[src/rtl/hamm_secded_codec_if.sv]
// ============================================================================
// Module   : hamm_secded_codec_if
// Brief    : Stream, status and counter bundle for the SECDED codec.
// Revision : 1.0 - initial release
// ============================================================================
`default_nettype none

interface hamm_secded_codec_if #(
  parameter int DATA_W = 8,
  parameter int PAR_W  = 4,
  parameter int CNT_W  = 16
);
  localparam int CODE_W = DATA_W + PAR_W + 1;

  logic              in_valid;
  logic              in_ready;
  logic              in_mode;
  logic [CODE_W-1:0] in_word;
  logic              out_valid;
  logic              out_ready;
  logic [CODE_W-1:0] out_word;
  logic              out_sec;
  logic              out_ded;
  logic [PAR_W-1:0]  out_syndrome;
  logic              clr_cnt;
  logic [CNT_W-1:0]  cnt_sec;
  logic [CNT_W-1:0]  cnt_ded;

  modport master (
    output in_valid, in_mode, in_word, out_ready, clr_cnt,
    input  in_ready, out_valid, out_word, out_sec, out_ded, out_syndrome,
           cnt_sec, cnt_ded
  );

  modport slave (
    input  in_valid, in_mode, in_word, out_ready, clr_cnt,
    output in_ready, out_valid, out_word, out_sec, out_ded, out_syndrome,
           cnt_sec, cnt_ded
  );
endinterface

`default_nettype wire

[src/rtl/hamm_secded_codec.sv]
// ============================================================================
// Module   : hamm_secded_codec
// Brief    : Two-stage streaming Hamming SECDED encoder/decoder with counters.
// Revision : 1.0 - initial release
// ============================================================================
`default_nettype none

module hamm_secded_codec #(
  parameter int DATA_W = 8,
  parameter int PAR_W  = 4,
  parameter int CNT_W  = 16
) (
  input  logic                   clk,
  input  logic                   reset,
  hamm_secded_codec_if.slave     bus
);
  localparam int               CODE_W    = DATA_W + PAR_W + 1;
  localparam int               C_MAX_POS = DATA_W + PAR_W;
  localparam logic [CNT_W-1:0] C_CNT_MAX = '1;

  function automatic logic f_is_pow2(input int pos);
    return (pos & (pos - 1)) == 0;
  endfunction

  function automatic logic [CODE_W-1:0] f_encode(input logic [DATA_W-1:0] data);
    logic [CODE_W-1:0] cw;
    logic              p;
    int                di;
    cw = '0;
    di = 0;
    for (int pos = 1; pos < CODE_W; pos++) begin
      if (!f_is_pow2(pos)) begin
        cw[pos] = data[di];
        di++;
      end
    end
    // Parity slots are still zero here, so each group XOR sees only data.
    for (int k = 0; k < PAR_W; k++) begin
      p = 1'b0;
      for (int pos = 1; pos < CODE_W; pos++) begin
        if (((pos >> k) & 1) != 0) p = p ^ cw[pos];
      end
      if ((1 << k) < CODE_W) cw[1 << k] = p;
    end
    cw[0] = ^cw;
    return cw;
  endfunction

  function automatic logic [DATA_W-1:0] f_extract(input logic [CODE_W-1:0] cw);
    logic [DATA_W-1:0] data;
    int                di;
    data = '0;
    di   = 0;
    for (int pos = 1; pos < CODE_W; pos++) begin
      if (!f_is_pow2(pos)) begin
        data[di] = cw[pos];
        di++;
      end
    end
    return data;
  endfunction

  function automatic logic [PAR_W-1:0] f_syndrome(input logic [CODE_W-1:0] cw);
    logic [PAR_W-1:0] s;
    s = '0;
    for (int pos = 1; pos < CODE_W; pos++) begin
      if (cw[pos]) s = s ^ PAR_W'(pos);
    end
    return s;
  endfunction

  logic              r_s1_valid;
  logic              r_s1_mode;
  logic              r_s1_par;
  logic [CODE_W-1:0] r_s1_word;
  logic [PAR_W-1:0]  r_s1_syn;

  logic              r_out_valid;
  logic [CODE_W-1:0] r_out_word;
  logic              r_out_sec;
  logic              r_out_ded;
  logic [PAR_W-1:0]  r_out_syn;
  logic [CNT_W-1:0]  r_cnt_sec;
  logic [CNT_W-1:0]  r_cnt_ded;

  logic              w_en;
  logic              w_out_hs;
  logic [CODE_W-1:0] w_fixed;
  logic [CODE_W-1:0] w_next_word;
  logic              w_sec;
  logic              w_ded;

  assign w_en     = !r_out_valid || bus.out_ready;
  assign w_out_hs = r_out_valid && bus.out_ready;

  always_ff @(posedge clk or negedge reset) begin
    if (!reset) begin
      r_s1_valid <= 1'b0;
      r_s1_mode  <= 1'b0;
      r_s1_par   <= 1'b0;
      r_s1_word  <= '0;
      r_s1_syn   <= '0;
    end else if (w_en) begin
      r_s1_valid <= bus.in_valid;
      if (bus.in_valid) begin
        r_s1_mode <= bus.in_mode;
        r_s1_word <= bus.in_word;
        r_s1_syn  <= bus.in_mode ? f_syndrome(bus.in_word) : '0;
        r_s1_par  <= bus.in_mode ? ^bus.in_word : 1'b0;
      end
    end
  end

  always_comb begin
    w_fixed     = r_s1_word;
    w_sec       = 1'b0;
    w_ded       = 1'b0;
    w_next_word = '0;
    if (r_s1_mode) begin
      if (r_s1_par) begin
        if (r_s1_syn == '0) begin
          w_sec = 1'b1;
        end else if (int'(r_s1_syn) <= C_MAX_POS) begin
          w_sec = 1'b1;
          for (int pos = 1; pos < CODE_W; pos++) begin
            if (int'(r_s1_syn) == pos) w_fixed[pos] = ~r_s1_word[pos];
          end
        end else begin
          w_ded = 1'b1;
        end
      end else if (r_s1_syn != '0) begin
        w_ded = 1'b1;
      end
      w_next_word = {{(CODE_W-DATA_W){1'b0}}, f_extract(w_fixed)};
    end else begin
      w_next_word = f_encode(r_s1_word[DATA_W-1:0]);
    end
  end

  always_ff @(posedge clk or negedge reset) begin
    if (!reset) begin
      r_out_valid <= 1'b0;
      r_out_word  <= '0;
      r_out_sec   <= 1'b0;
      r_out_ded   <= 1'b0;
      r_out_syn   <= '0;
    end else if (w_en) begin
      r_out_valid <= r_s1_valid;
      r_out_word  <= w_next_word;
      r_out_sec   <= w_sec;
      r_out_ded   <= w_ded;
      r_out_syn   <= r_s1_mode ? r_s1_syn : '0;
    end
  end

  // Clear wins over a same-cycle handshake; that beat's count is dropped.
  always_ff @(posedge clk or negedge reset) begin
    if (!reset) begin
      r_cnt_sec <= '0;
      r_cnt_ded <= '0;
    end else if (bus.clr_cnt) begin
      r_cnt_sec <= '0;
      r_cnt_ded <= '0;
    end else if (w_out_hs) begin
      if (r_out_sec && (r_cnt_sec != C_CNT_MAX)) r_cnt_sec <= r_cnt_sec + 1'b1;
      if (r_out_ded && (r_cnt_ded != C_CNT_MAX)) r_cnt_ded <= r_cnt_ded + 1'b1;
    end
  end

  assign bus.in_ready     = w_en;
  assign bus.out_valid    = r_out_valid;
  assign bus.out_word     = r_out_word;
  assign bus.out_sec      = r_out_sec;
  assign bus.out_ded      = r_out_ded;
  assign bus.out_syndrome = r_out_syn;
  assign bus.cnt_sec      = r_cnt_sec;
  assign bus.cnt_ded      = r_cnt_ded;

endmodule

`default_nettype wire

[src/flat_wrapper.sv]
// flat-port wrapper written by rule: the top's interface ports become plain ports
module hamm_secded_codec_flat 
#(
  parameter int DATA_W = 8,
  parameter int PAR_W  = 4,
  parameter int CNT_W  = 16
)
  (clk, reset, bus_in_valid, bus_in_mode, bus_in_word, bus_out_ready, bus_clr_cnt, bus_in_ready, bus_out_valid, bus_out_word, bus_out_sec, bus_out_ded, bus_out_syndrome, bus_cnt_sec, bus_cnt_ded);
  hamm_secded_codec_if #(.DATA_W(DATA_W), .PAR_W(PAR_W), .CNT_W(CNT_W)) bus_i ();
  input  logic clk;
  input  logic reset;
  input wire logic [$bits(bus_i.in_valid)-1:0] bus_in_valid;
  input wire logic [$bits(bus_i.in_mode)-1:0] bus_in_mode;
  input wire logic [$bits(bus_i.in_word)-1:0] bus_in_word;
  input wire logic [$bits(bus_i.out_ready)-1:0] bus_out_ready;
  input wire logic [$bits(bus_i.clr_cnt)-1:0] bus_clr_cnt;
  output wire logic [$bits(bus_i.in_ready)-1:0] bus_in_ready;
  output wire logic [$bits(bus_i.out_valid)-1:0] bus_out_valid;
  output wire logic [$bits(bus_i.out_word)-1:0] bus_out_word;
  output wire logic [$bits(bus_i.out_sec)-1:0] bus_out_sec;
  output wire logic [$bits(bus_i.out_ded)-1:0] bus_out_ded;
  output wire logic [$bits(bus_i.out_syndrome)-1:0] bus_out_syndrome;
  output wire logic [$bits(bus_i.cnt_sec)-1:0] bus_cnt_sec;
  output wire logic [$bits(bus_i.cnt_ded)-1:0] bus_cnt_ded;
  assign bus_i.in_valid = bus_in_valid;
  assign bus_i.in_mode = bus_in_mode;
  assign bus_i.in_word = bus_in_word;
  assign bus_i.out_ready = bus_out_ready;
  assign bus_i.clr_cnt = bus_clr_cnt;
  assign bus_in_ready = bus_i.in_ready;
  assign bus_out_valid = bus_i.out_valid;
  assign bus_out_word = bus_i.out_word;
  assign bus_out_sec = bus_i.out_sec;
  assign bus_out_ded = bus_i.out_ded;
  assign bus_out_syndrome = bus_i.out_syndrome;
  assign bus_cnt_sec = bus_i.cnt_sec;
  assign bus_cnt_ded = bus_i.cnt_ded;
  hamm_secded_codec #(.DATA_W(DATA_W), .PAR_W(PAR_W), .CNT_W(CNT_W)) u_core (.clk(clk), .reset(reset), .bus(bus_i));
endmodule
[config.mk]
export PLATFORM = sky130hd
export DESIGN_NAME = hamm_secded_codec_flat
export DESIGN_NICKNAME = d
export VERILOG_FILES = /design/src/rtl/hamm_secded_codec_if.sv /design/src/rtl/hamm_secded_codec.sv /design/src/flat_wrapper.sv
export SDC_FILE = /design/constraint.sdc
export NUM_CORES = 1
export LEC_CHECK = 0
export CORE_AREA = 2 2 88 112
export DETAILED_ROUTE_END_ITERATION = 6
export DIE_AREA = 0 0 90 114
export HOLD_SLACK_MARGIN = 0.08
export MAX_ROUTING_LAYER = met4
export PLACE_DENSITY = 0.65
export SLEW_MARGIN = 20
export SYNTH_ARGS = -nofsm -noshare
export SYNTH_HDL_FRONTEND = slang
export SYNTH_SLANG_ARGS = --single-unit
[constraint.sdc]
create_clock -name clk -period 2.1 [get_ports clk]
set_input_delay 0.315 -clock clk [delete_from_list [all_inputs] [get_ports clk]]
set_output_delay 0.315 -clock clk [all_outputs]
set_load 0.02 [all_outputs]
* Word-level counts from Yosys, hierarchy flattened
Cells that the tools add are included.
W data, S select, Z words.
** Word-level totals
- Register bits after elaboration :: 72
- Input port bits :: 19
- Output and inout port bits :: 53
- Word-level logic and storage cells :: 282
** Operators by class
- Add/sub/neg operators :: 14
- Order comparisons :: 22
- Equal/unequal tests :: 14
- Muxes and demuxes :: 158
- Bitwise operators :: 40
- Reduce and logical (&&, ||, !) cells :: 22
** Operators by type and width (count)
- $lt A32 B5 Y1 const B :: 14
- $mux W32 :: 14
- $add A32 B2 Y32 const B :: 12
- $ge A32 B1 Y1 const B :: 7
- $mux W4 :: 29
- $mux W16 :: 6
- $mux W1 :: 71
- $bwmux W8 :: 7
- $mux W12 :: 4
- $mux W8 :: 6
- $add A16 B1 Y16 const B :: 2
- $eq A4 B4 Y1 const B :: 8
- $ne A16 B16 Y1 const B :: 2
- $reduce_xor A13 Y1 :: 2
- $bmux W1 S3 :: 7
- $demux W1 S3 :: 7
- $xor A1 B1 Y1 :: 17
- $not A1 Y1 :: 15
- $mux W13 :: 1
- $eq A4 B3 Y1 const B :: 3
- $mux W3 :: 4
- $not A2 Y2 :: 6
- $logic_and A1 B1 Y1 :: 10
- $not A3 Y3 :: 2
- other kinds (9) :: 14

* Depth between registers and ports, before layout
- Depth in word-level cells :: 46
- Gate-level depth with buffers :: 7
- Mapped depth without buffers :: 6

* Worst setup path after synthesis
Ideal clock, no wire load.
- Kind :: reg2reg
- Start :: reg u_core.r_cnt_ded[0] (netlist: u_core.bus.cnt_ded[0])
- End :: reg u_core.r_cnt_ded[3] (netlist: u_core.bus.cnt_ded[3])
- Setup time :: 132 ps
- Data arrival time :: 1628 ps
- Required time :: 1968 ps
- Slack :: 341 ps
- Stages on the path, launching flop included :: 8
- Path buffers :: 1
- Period minus slack after synthesis :: 1759 ps
- Cell sequence :: dfrtp_1 > ha_1 > clkbuf_1 > nand3_1 > nor4_2 > nor4b_1 > xnor2_1 > nor2_1
** On the way
- Cells in the longest elaborated chain, start to end :: 4
- Elaborated cells on any way between the ends :: 8
- Classes of those cells :: add/sub: 1; eq/ne: 1; mux: 3; reduce/logical: 3
** Ends and longest elaborated chain
- from (decl) :: line hamm_secded_codec.sv:84 : logic [CNT_W-1:0] r_cnt_ded;
- from (signal assigned) :: line hamm_secded_codec.sv:166 : if (r_out_ded && (r_cnt_ded != C_CNT_MAX)) r_cnt_ded <= r_cnt_ded + 1'b1;
- $add A16 B1 Y16 or $ne A16 B16 Y1 (tied branches) :: line hamm_secded_codec.sv:166
- $mux W16 or $logic_and A1 B1 Y1 (tied branches) :: line hamm_secded_codec.sv:166
- $mux W16 or $reduce_bool A2 Y1 (tied branches)
- $mux W16 or $reduce_and A2 Y1 (tied branches)
Several ways; a longest one is shown, not always the timed one. The select of a mux whose other input is x is not followed.
A chain may end at the register's enable or synchronous reset.

* Worst setup path after layout
- Start :: in bus_out_ready
- End :: out bus_in_ready
** On the way
- Cells in the longest elaborated chain, start to end :: 1
** Ends and longest elaborated chain
- from (decl) :: line flat_wrapper.sv:15 : input wire logic [$bits(bus_i.out_ready)-1:0] bus_out_ready;
- $logic_or A1 B1 Y1 :: line hamm_secded_codec.sv:93 : assign w_en = !r_out_valid || bus.out_ready;
- to (decl) :: line flat_wrapper.sv:17 : output wire logic [$bits(bus_i.in_ready)-1:0] bus_in_ready;
Every way passes these cells.

==> flow_metrics.env <==
export IMPL_drt_pre_antenna_iters=4
export IMPL_syn_inst=374
export IMPL_hold_path_class="register to register"
export IMPL_comb_power_share_pct=25.4
export IMPL_detail_route_wl_per_cell_um=13.9
export IMPL_cts_tree="done"
export IMPL_ys_seq_area_share_pct=47.0
export IMPL_core_mm2=0.00931
export IMPL_grt_pass1_vias=2877
export IMPL_grtUsageTotal_pct=17.0
export IMPL_worstMarginPinSlew_ps=748
export IMPL_antenna_cells=0
export IMPL_dp_cells=565
export IMPL_avgSynthCellArea_um2=10.1
export IMPL_p_seq_share_pct=39.6
export IMPL_ys_warnings_count=0
export IMPL_synth_nets=395
export IMPL_layout_drive_gt1_share_pct=11.6
export IMPL_grt_remaining_overflow=0
export IMPL_drt_iter0_markers=88
export IMPL_drt_vias_per_instance=5.03
export IMPL_synth_async_reset_ratio_pct=100
export IMPL_io_buffer_count=71
export IMPL_final_cell_count_no_fill=582
export IMPL_grt_max_degree=72
export IMPL_fin_hold_ws_ps=463
export IMPL_ctsHtreeMaxLevel=3
export IMPL_gp_congestion=0.843
export IMPL_cts_buffer_depth=2
export IMPL_cp_required_ps=1780
export IMPL_sw_frac_of_total_pct=29.4
export IMPL_ant_nets=0
export IMPL_powerDensity_mw_per_mm2=890
export IMPL_cp_arrival_ps=1670
export IMPL_clockRootBuffer="clkbuf_16"
export IMPL_final_max_slew_viol_count=0
export IMPL_detailed_place_hpwl_mm=5.99
export IMPL_ys_ff_latch=71
export IMPL_yosys_most_used_dff="dfrtp_1"
export IMPL_maxCapViolCount=0
export IMPL_num_nets_final=472
export IMPL_fin_tns_setup_ps=0
export IMPL_fill_cells=871
export IMPL_hold_violations=0
export IMPL_cts_sinks=71
export IMPL_clock_latency_ps=330
export IMPL_timing_final_crit_share_pct=94.6
export IMPL_internal_power_uw=3130
export IMPL_drcViolationCount=0
export IMPL_postCtsSetupRepairBufs=0
export IMPL_leakagePower_uw=0.00200
export IMPL_end_kind="output port"
export IMPL_outcome="complete, no violations"
export IMPL_rrSetupSlack_ps=280
export IMPL_relSlewSlack_pct=50.1
export IMPL_num_rows=40
export IMPL_start_kind="input port"
export IMPL_pin_count=72
export IMPL_setup_viol=0
export IMPL_initial_core_util_pct=40.6
export IMPL_clockPowerShare_pct=34.9
export IMPL_irDropWorstVdd_v=0.000435
export IMPL_p_sw_uw=1310
export IMPL_drt_wl_total_mm=8.11
export IMPL_die_width_um=90
export IMPL_fin_crit_ps=1990
export IMPL_grt_pass1_wl_mm=13.5
export IMPL_worstSetupPathType="input port to output port"
export IMPL_path_max_fanout=4
export IMPL_syn2layout_area_growth_pct=31.9
export IMPL_synth_edff_count=0
export IMPL_clk_pin_slew_ps=50
export IMPL_rsz0062_at_grt="false"
export IMPL_ys_types=43
export IMPL_clock_skew_final_ps=4.63
export IMPL_fmax_ghz=0.503
export IMPL_die_area_mm2=0.0103
export IMPL_cts_buffers=9
export IMPL_syn_area_mm2=0.00378
export IMPL_die_height_um=114
export IMPL_antenna_found_initial=0
export IMPL_via_count=2925
[cell usage after synthesis (all sizes together), types with 6 or more instances]
| master | count | area (um2) |
|---|---|---|
| mux2i | 7 | 70.1 |
| buf | 8 | 37.5 |
| o21ai | 16 | 80.1 |
| xor2 | 21 | 184 |
| nor2 | 41 | 154 |
| nand4 | 13 | 87.6 |
| xnor2 | 47 | 427 |
| clkbuf | 8 | 30.0 |
| nand2 | 47 | 176 |
| mux2 | 12 | 135 |
| dfrtp | 71 | 1780 |
| nand3 | 18 | 95.1 |
| nor4b | 6 | 65.1 |
| a21oi | 6 | 30.0 |
| nor3 | 8 | 50.1 |
[sequential cells by signal, indices dropped and copies added, names as in the netlist]
| signal | cells |
|---|---|
| u_core.r_s1_word | 12 |
| u_core.bus.out_word | 13 |
| u_core.bus.cnt_ded | 16 |
| u_core.bus.out_ded | 1 |
| u_core.r_s1_mode | 1 |
| u_core.bus.out_syndrome | 4 |
| u_core.r_s1_valid | 1 |
| u_core.bus.cnt_sec | 16 |
| u_core.bus.out_valid | 1 |
| u_core.r_s1_syn | 4 |
| u_core.bus.out_sec | 1 |
| u_core.r_s1_par | 1 |
[power groups by stage]
stage                     Sequential, uW  Combinational [uW]  Clock (uW)
after floorplan                     1840                 630           0
after global placement              1780                1130           0
after detailed placement            1780                1150           0
after CTS                           1760                1150        1590
after global routing                1790                1230        1640
final                               1760                1130        1550
[worst paths after layout]
kind	from	end	cells after the start
max in group asynchronous	reset	u_core.bus.out_syndrome[2]	3
min	u_core.bus.out_syndrome[0]	u_core.bus.out_syndrome[0]	2
min reg2reg	u_core.bus.out_syndrome[0]	u_core.bus.out_syndrome[0]	2
min in group asynchronous	reset	u_core.bus.cnt_sec[7]	3
max	bus_out_ready	bus_in_ready	4
max reg2reg	u_core.bus.cnt_ded[0]	u_core.bus.cnt_ded[0]	6
[cell families after synthesis]
family,share of synthesized area [%]
DFF,47.0
adders and majority gates,0.662
xor gates and xnor gates,17.3
buffers and inverters,1.99
muxes,5.43
and+or+nand+nor,23.0
AOI/OAI and AO/OA,4.60
[per-stage QoR]
stage	power, uW	cell area (um2)	util [%]	worst slack [ps]
floorplan	2470	3780	-	341
global placement	2910	4670	50.1	128
detailed placement	2930	4670	50.1	106
CTS	4500	4980	53.5	102
global route	4660	4980	53.5	48.4
finish	4440	4980	53.5	113
[layout make-up]
class / count / area, um2 / area share (%)
multi-input combinational: 285 / 1930 / 38.7
sequential: 71 / 1780 / 35.6
timing repair buffer: 82 / 803 / 16.1
clock buffer: 11 / 253 / 5.07
tap: 126 / 158 / 3.16
clock inverter: 5 / 56.3 / 1.13
inverter: 2 / 7.51 / 0.151
[per-layer routing]
layer | vias up | GRT usage, % | wire (um)
met3 | 11 | 3.70 | 384
li1 | 1436 | - | -
met4 | 0 | 7.38 | 138
met5 | - | - | 0
met2 | 82 | 29.3 | 4150
met1 | 1396 | 19.2 | 3430
[timing repair]
| item | 4_1_cts | 5_1_grt |
|---|---|---|
| endpoints found under the setup margin | 0 | 0 |
| hold buffers | 1 | 0 |
| endpoints found under the hold margin | 71 | 0 |
| gates resized for setup | 0 | 0 |
[placed cells by master (no fill, tap or decap), types with 6 or more instances in the layout]
cell,Yosys,final
dfrtp_1,71,71
clkdlybuf4s50_1,0,70
nand2_1,47,47
xnor2_1,45,45
nor2_1,41,41
xor2_1,21,21
nand3_1,17,17
o21ai_0,16,16
nand4_1,12,12
mux2_2,12,12
clkbuf_16,0,9
buf_4,1,9
mux2i_1,7,7
nor3_1,6,6
a21oi_1,6,6
[critical path, stage by stage]
cell and delay (ps):
clkdlybuf4s50_1 580, nor2b_2 80, inv_2 90, clkdlybuf4s50_1 600
Power figures use the tool's default switching activity.
